### src/rtl/pwm_decoder_if.sv
// PWM link bundle: the raw PWM pin plus the decoded speed and status flags.
interface pwm_decoder_if;
  logic       pwm_in;
  logic [2:0] speed;
  logic       speed_valid;
  logic       update;
  logic       frame_err;
  logic       stuck_high;

  modport master (
    output pwm_in,
    input  speed, speed_valid, update, frame_err, stuck_high
  );

  modport slave (
    input  pwm_in,
    output speed, speed_valid, update, frame_err, stuck_high
  );
endinterface

### src/rtl/pwm_decoder.sv
// Recovers the 3-bit speed code from a fixed-period PWM stream, confirming it
// over consecutive frames and flagging bad periods, 0% duty and stuck-high input.
//
// state   | meaning
// IDLE    | waiting for a rise to start a reference frame, no decode
// MEASURE | each rise closes a frame that is decoded and matched
module pwm_decoder #(
  parameter int PERIOD       = 32,
  parameter int CNT_W        = 7,
  parameter int SYNC_STAGES  = 2,
  parameter int MATCH_FRAMES = 2
) (
  input logic          clock,
  input logic          enable,
  pwm_decoder_if.slave link
);
  localparam int MATCH_W = $clog2(MATCH_FRAMES + 1);
  localparam logic [CNT_W-1:0]   PER_C   = CNT_W'(PERIOD);
  localparam logic [CNT_W-1:0]   STUCK_C = CNT_W'(PERIOD - 1);
  localparam logic [CNT_W-1:0]   LOW_C   = CNT_W'(MATCH_FRAMES * PERIOD - 1);
  localparam logic [CNT_W-1:0]   SAT_C   = '1;
  localparam logic [MATCH_W-1:0] MATCH_C = MATCH_W'(MATCH_FRAMES);

  typedef enum logic [0:0] {IDLE, MEASURE} state_t;
  state_t state, state_nxt;

  logic [SYNC_STAGES-1:0] sync_q;
  logic                   pwm_s, pwm_d, rise, fall;
  logic [CNT_W-1:0]       per_cnt, high_cnt, low_run;
  logic [CNT_W:0]         steps;
  logic [2:0]             code;
  logic                   stuck_evt, timeout;

  logic [2:0]         speed_q, speed_nxt, cand_q, cand_nxt;
  logic [MATCH_W-1:0] match_q, match_nxt, match_inc;
  logic               valid_q, valid_nxt, update_q, update_nxt;
  logic               ferr_q, ferr_nxt, stuck_q, stuck_nxt;

  assign pwm_s = sync_q[SYNC_STAGES-1];
  assign rise  = pwm_s & ~pwm_d;
  assign fall  = ~pwm_s & pwm_d;

  always_ff @(posedge clock or posedge enable) begin
    if (enable) begin
      sync_q   <= '0;
      pwm_d    <= 1'b0;
      per_cnt  <= '0;
      high_cnt <= '0;
      low_run  <= '0;
    end else begin
      sync_q <= {sync_q[SYNC_STAGES-2:0], link.pwm_in};
      pwm_d  <= pwm_s;
      if (rise)                  per_cnt <= CNT_W'(1);
      else if (per_cnt != SAT_C) per_cnt <= per_cnt + CNT_W'(1);
      if (rise)                            high_cnt <= CNT_W'(1);
      else if (pwm_s && high_cnt != SAT_C) high_cnt <= high_cnt + CNT_W'(1);
      if (pwm_s)                 low_run <= '0;
      else if (low_run != SAT_C) low_run <= low_run + CNT_W'(1);
    end
  end

  // Round to the nearest 4-cycle duty step so +-1 cycle of jitter decodes cleanly.
  assign steps = ({1'b0, high_cnt} + (CNT_W+1)'(2)) >> 2;
  assign code  = (steps > (CNT_W+1)'(7)) ? 3'd7 : steps[2:0];

  // The rise cycle carries the previous frame's high_cnt, so it must not count as stuck.
  assign stuck_evt = pwm_s & ~rise & (high_cnt == STUCK_C);
  assign timeout   = ~pwm_s & (low_run == LOW_C);
  assign match_inc = (match_q == MATCH_C) ? match_q : match_q + MATCH_W'(1);

  always_comb begin
    state_nxt  = state;
    speed_nxt  = speed_q;
    valid_nxt  = valid_q;
    update_nxt = 1'b0;
    ferr_nxt   = 1'b0;
    stuck_nxt  = stuck_q;
    cand_nxt   = cand_q;
    match_nxt  = match_q;
    if (fall) stuck_nxt = 1'b0;
    if (stuck_evt) begin
      stuck_nxt = 1'b1;
      valid_nxt = 1'b0;
      match_nxt = '0;
      state_nxt = IDLE;
    end else begin
      case (state)
        IDLE: begin
          if (rise) state_nxt = MEASURE;
        end
        MEASURE: begin
          if (rise) begin
            if (per_cnt == PER_C) begin
              if (code == cand_q) begin
                match_nxt = match_inc;
              end else begin
                cand_nxt  = code;
                match_nxt = MATCH_W'(1);
              end
              if (match_nxt == MATCH_C) begin
                speed_nxt  = cand_nxt;
                valid_nxt  = 1'b1;
                update_nxt = (cand_nxt != speed_q) || !valid_q;
              end
            end else begin
              ferr_nxt  = 1'b1;
              match_nxt = '0;
            end
          end else if (timeout) begin
            speed_nxt  = 3'd0;
            valid_nxt  = 1'b1;
            update_nxt = (speed_q != 3'd0) || !valid_q;
            match_nxt  = '0;
            state_nxt  = IDLE;
          end
        end
        default: state_nxt = IDLE;
      endcase
    end
  end

  always_ff @(posedge clock or posedge enable) begin
    if (enable) begin
      state    <= IDLE;
      speed_q  <= '0;
      valid_q  <= 1'b0;
      update_q <= 1'b0;
      ferr_q   <= 1'b0;
      stuck_q  <= 1'b0;
      cand_q   <= '0;
      match_q  <= '0;
    end else begin
      state    <= state_nxt;
      speed_q  <= speed_nxt;
      valid_q  <= valid_nxt;
      update_q <= update_nxt;
      ferr_q   <= ferr_nxt;
      stuck_q  <= stuck_nxt;
      cand_q   <= cand_nxt;
      match_q  <= match_nxt;
    end
  end

  assign link.speed       = speed_q;
  assign link.speed_valid = valid_q;
  assign link.update      = update_q;
  assign link.frame_err   = ferr_q;
  assign link.stuck_high  = stuck_q;
endmodule

### src/flat_wrapper.sv
// flat-port wrapper written by rule: the top's interface ports become plain ports
module pwm_decoder_flat 
#(
  parameter int PERIOD       = 32,
  parameter int CNT_W        = 7,
  parameter int SYNC_STAGES  = 2,
  parameter int MATCH_FRAMES = 2
)
  (clock, enable, link_pwm_in, link_speed, link_speed_valid, link_update, link_frame_err, link_stuck_high);
  pwm_decoder_if link_i ();
  input logic clock;
  input logic enable;
  input wire logic [$bits(link_i.pwm_in)-1:0] link_pwm_in;
  output wire logic [$bits(link_i.speed)-1:0] link_speed;
  output wire logic [$bits(link_i.speed_valid)-1:0] link_speed_valid;
  output wire logic [$bits(link_i.update)-1:0] link_update;
  output wire logic [$bits(link_i.frame_err)-1:0] link_frame_err;
  output wire logic [$bits(link_i.stuck_high)-1:0] link_stuck_high;
  assign link_i.pwm_in = link_pwm_in;
  assign link_speed = link_i.speed;
  assign link_speed_valid = link_i.speed_valid;
  assign link_update = link_i.update;
  assign link_frame_err = link_i.frame_err;
  assign link_stuck_high = link_i.stuck_high;
  pwm_decoder #(.PERIOD(PERIOD), .CNT_W(CNT_W), .SYNC_STAGES(SYNC_STAGES), .MATCH_FRAMES(MATCH_FRAMES)) u_core (.clock(clock), .enable(enable), .link(link_i));
endmodule
### config.mk
export PLATFORM = sky130hd
export DESIGN_NAME = pwm_decoder_flat
export DESIGN_NICKNAME = d
export VERILOG_FILES = /design/src/rtl/pwm_decoder_if.sv /design/src/rtl/pwm_decoder.sv /design/src/flat_wrapper.sv
export SDC_FILE = /design/constraint.sdc
export NUM_CORES = 1
export LEC_CHECK = 0
export CORE_ASPECT_RATIO = 0.9
export CORE_MARGIN = 8
export CORE_UTILIZATION = 59
export CTS_CLUSTER_DIAMETER = 200
export DETAILED_ROUTE_END_ITERATION = 8
export GPL_TIMING_DRIVEN = 0
export MAX_ROUTING_LAYER = met4
export PLACE_DENSITY = 0.82
export SKIP_LAST_GASP = 1
export SLEW_MARGIN = 0
export SYNTH_ARGS = -nofsm -noshare
export SYNTH_HDL_FRONTEND = slang
export SYNTH_SLANG_ARGS = --single-unit
### constraint.sdc
create_clock -name clock -period 2.8 [get_ports clock]
set_input_delay 0.42 -clock clock [delete_from_list [all_inputs] [get_ports clock]]
set_output_delay 0.42 -clock clock [all_outputs]
set_load 0.005 [all_outputs]
==> results.cfg <==
[placed_design]
postPlaceCellArea_sq_mm = 0.00203
portBuffers = 9
gp_congestion = 0.805
hpwl_microns = 2690
pre_cts_ws_ns = 0.504
dp_cells = 234

[setup_path]
startpoint_type = flop
arrival_ns = 2.56
cp_max_fo = 6
end_kind = flop
r2r_cells = 7
criticalPathCategory = reg -> reg
r2r_start = u_core.high_cnt[1]
reg2reg_setup_slack_ns = 0.46
r2r_end = u_core.link.speed[1]
crit_required_ns = 3.02

[cells_and_area]
nFillCells = 251
stdcell_area_sq_mm = 0.00208
nNetsFinal = 208
area_growth_pct = 10.3
final_cells = 242
drive_gt1_share_pct = 10.5
n_antenna_cell = 0

[drt]
via_per_inst = 5.91
routedWlPerCell_microns = 14.8
drt_iter0_markers = 108
route.vias.total = 1430
dr.pass1.iters = 4
routed_wl_microns = 3580
postRouteAntennaNets = 0
drc_errors = 0

[sta]
drv_slew = 0
tns_ns = 0
worst_slack_ns = 0.459
min_period_ns = 2.34
hold_violations = 0
tightest_slew_ns = 0.721
whs_ns = 0.361
finalCritPeriodShare_pct = 83.6
grt_setup_unrepaired = no
slew_headroom_pct = 51.9
fmaxAchievable_mhz = 427
setup_viol = 0
skew_ns = 0.00743

[clocking]
cts-root-buf = clkbuf_4
clock_latency_ns = 0.34
cts_buffer_depth = 2
ctsResizeCount = 0
postCtsSetupBuffers = 0
tritoncts = done
hold_buffers = 0
cts_made_buffers = 5
htreeDepth = 2
clk_pin_slew_ns = 0.10
cts_sinks = 37

[power_and_ir_drop]
ir_drop_mv = 0.364
p_leak_nw = 0.977
powerDensity_mw_per_mm2 = 550

[floorplan]
coreArea_sq_mm = 0.00304
initial_utilization_pct = 61.9
rows = 19
fp.dieW_microns = 75.6
io_pins = 10
die_area_sq_mm = 0.00526
die_y_microns = 69.6

[min_path]
hold_class = reg -> reg
hold_end = u_core.sync_q[1]
hold_depth = 0
hp-start = u_core.sync_q[0]

[global_route]
track_usage_pct = 15.2
antenna_found_initial = 0
overflow = 0
grt_max_degree = 38
grt_pass1_wl_microns = 6090
grt_pass1_vias = 1334

[synthesis]
yosys_warnings = 0
ys_seq_area_share_pct = 49.1
synthCells = 183
syn_area_sq_mm = 0.00188
synth_edf_count = 0
synth.distinct_cells = 42
ys.flop_type = dfrtp_1
synth_seq_cells = 37
avgSynthCellArea_sq_um = 10.3
syn_nets = 192
synthArstFlopShare_pct = 100

[run_status]
outcome = complete, no violations

[job]
maxCapViolCount = 0
-- cell families (layout without fill, tap and decap cells) --
kind of cell	after synthesis	count (layout)	synth area share, %
AO/OA/AOI/OAI	35	35	13.8
XOR/XNOR	14	14	6.91
buffers and inverters	13	30	2.79
AND/OR/NAND/NOR	72	72	20.0
flip-flops	37	37	49.1
adder cells (fa/ha/maj)	6	6	3.98
multiplexers	6	6	3.39
-- cells in the mapped netlist, types with 2 or more instances --
cell / instances / area, sq um
a21boi_0: 2 / 15.0
a21oi_1: 7 / 35.0
a22o_1: 3 / 26.3
a31oi_1: 4 / 25.0
and3_1: 2 / 12.5
clkbuf_1: 2 / 7.51
dfrtp_1: 37 / 926
ha_1: 6 / 75.1
inv_1: 10 / 37.5
mux2_2: 2 / 22.5
mux2i_1: 3 / 30.0
nand2_1: 16 / 60.1
nand3_1: 10 / 50.1
nand3b_1: 3 / 22.5
nand4_1: 7 / 43.8
nor2_1: 18 / 67.6
nor3_1: 3 / 15.0
nor4_1: 2 / 12.5
o21ai_0: 10 / 50.1
or3_1: 3 / 18.8
xnor2_1: 4 / 35.0
xor2_1: 9 / 78.8
-- cell usage in the layout (no fill, tap or decap), types with 6 or more instances in the layout --
cell type / count
inv_1: 9
nand3_1: 10
a21oi_1: 7
ha_1: 6
dfrtp_1: 37
xor2_1: 9
o21ai_0: 10
nand2_1: 16
nor2_1: 18
clkdlybuf4s50_1: 9
nand4_1: 7
-- registers in the layout (all words and copies together), names as in the netlist --
name                     cells
u_core.link.frame_err        1
u_core.low_run               7
u_core.link.speed_valid      1
u_core.per_cnt               7
u_core.link.update           1
u_core.link.stuck_high       1
u_core.state                 1
u_core.cand_q                3
u_core.link.speed            3
u_core.match_q               2
u_core.high_cnt              7
u_core.pwm_d                 1
u_core.sync_q                2
-- critical path: stages, from the launching register on --
cell	delay (ns)
dfrtp_1	0.47
ha_1	0.38
or3b_1	0.37
mux2i_1	0.14
o211a_1	0.18
o22ai_2	0.12
o31a_4	0.32
a22o_1	0.24
-- worst max path at each step --
stage                                  start              endpoint
after CTS                 u_core.high_cnt[1]  u_core.link.speed[1]
after detailed placement  u_core.high_cnt[1]  u_core.link.speed[1]
after global routing      u_core.high_cnt[1]  u_core.link.speed[1]
final                     u_core.high_cnt[1]  u_core.link.speed[1]
after floorplan           u_core.high_cnt[1]  u_core.link.speed[1]
after global placement    u_core.high_cnt[1]  u_core.link.speed[1]
-- per-stage QoR --
stage               total power, mW  util [%]
floorplan                     0.829         -
global placement              0.873      66.6
detailed placement            0.890      66.6
CTS                            1.15      68.3
global route                   1.21      68.3
finish                         1.14      68.3
-- final cells by class --
class	count	area [sq um]	area share, %
clock buffers	6	41.3	1.99
inverters	10	37.5	1.81
well taps	42	52.6	2.53
multi-input cells	133	906	43.6
clock inverters	2	10.0	0.482
flip-flops and latches	37	926	44.6
repair buffers	9	90.1	4.33
plain buffers	3	15.0	0.722
-- report_power, final --
group	total, mW	switching [mW]	internal (mW)
sequential	0.640	0.0605	0.579
combinational	0.243	0.141	0.102
clock	0.260	0.165	0.0956
-- routing by layer --
metal | vias up | share of wire, % | wire length [microns] | global-route usage (%)
li1 | 685 | - | - | -
met1 | 705 | 47 | 1680 | 18.8
met2 | 33 | 48 | 1730 | 23.3
met3 | 7 | 3.6 | 128 | 4.34
met4 | 0 | 1.3 | 48 | 4.48
met5 | - | 0 | 0 | -
Power figures use the tool's default switching activity.
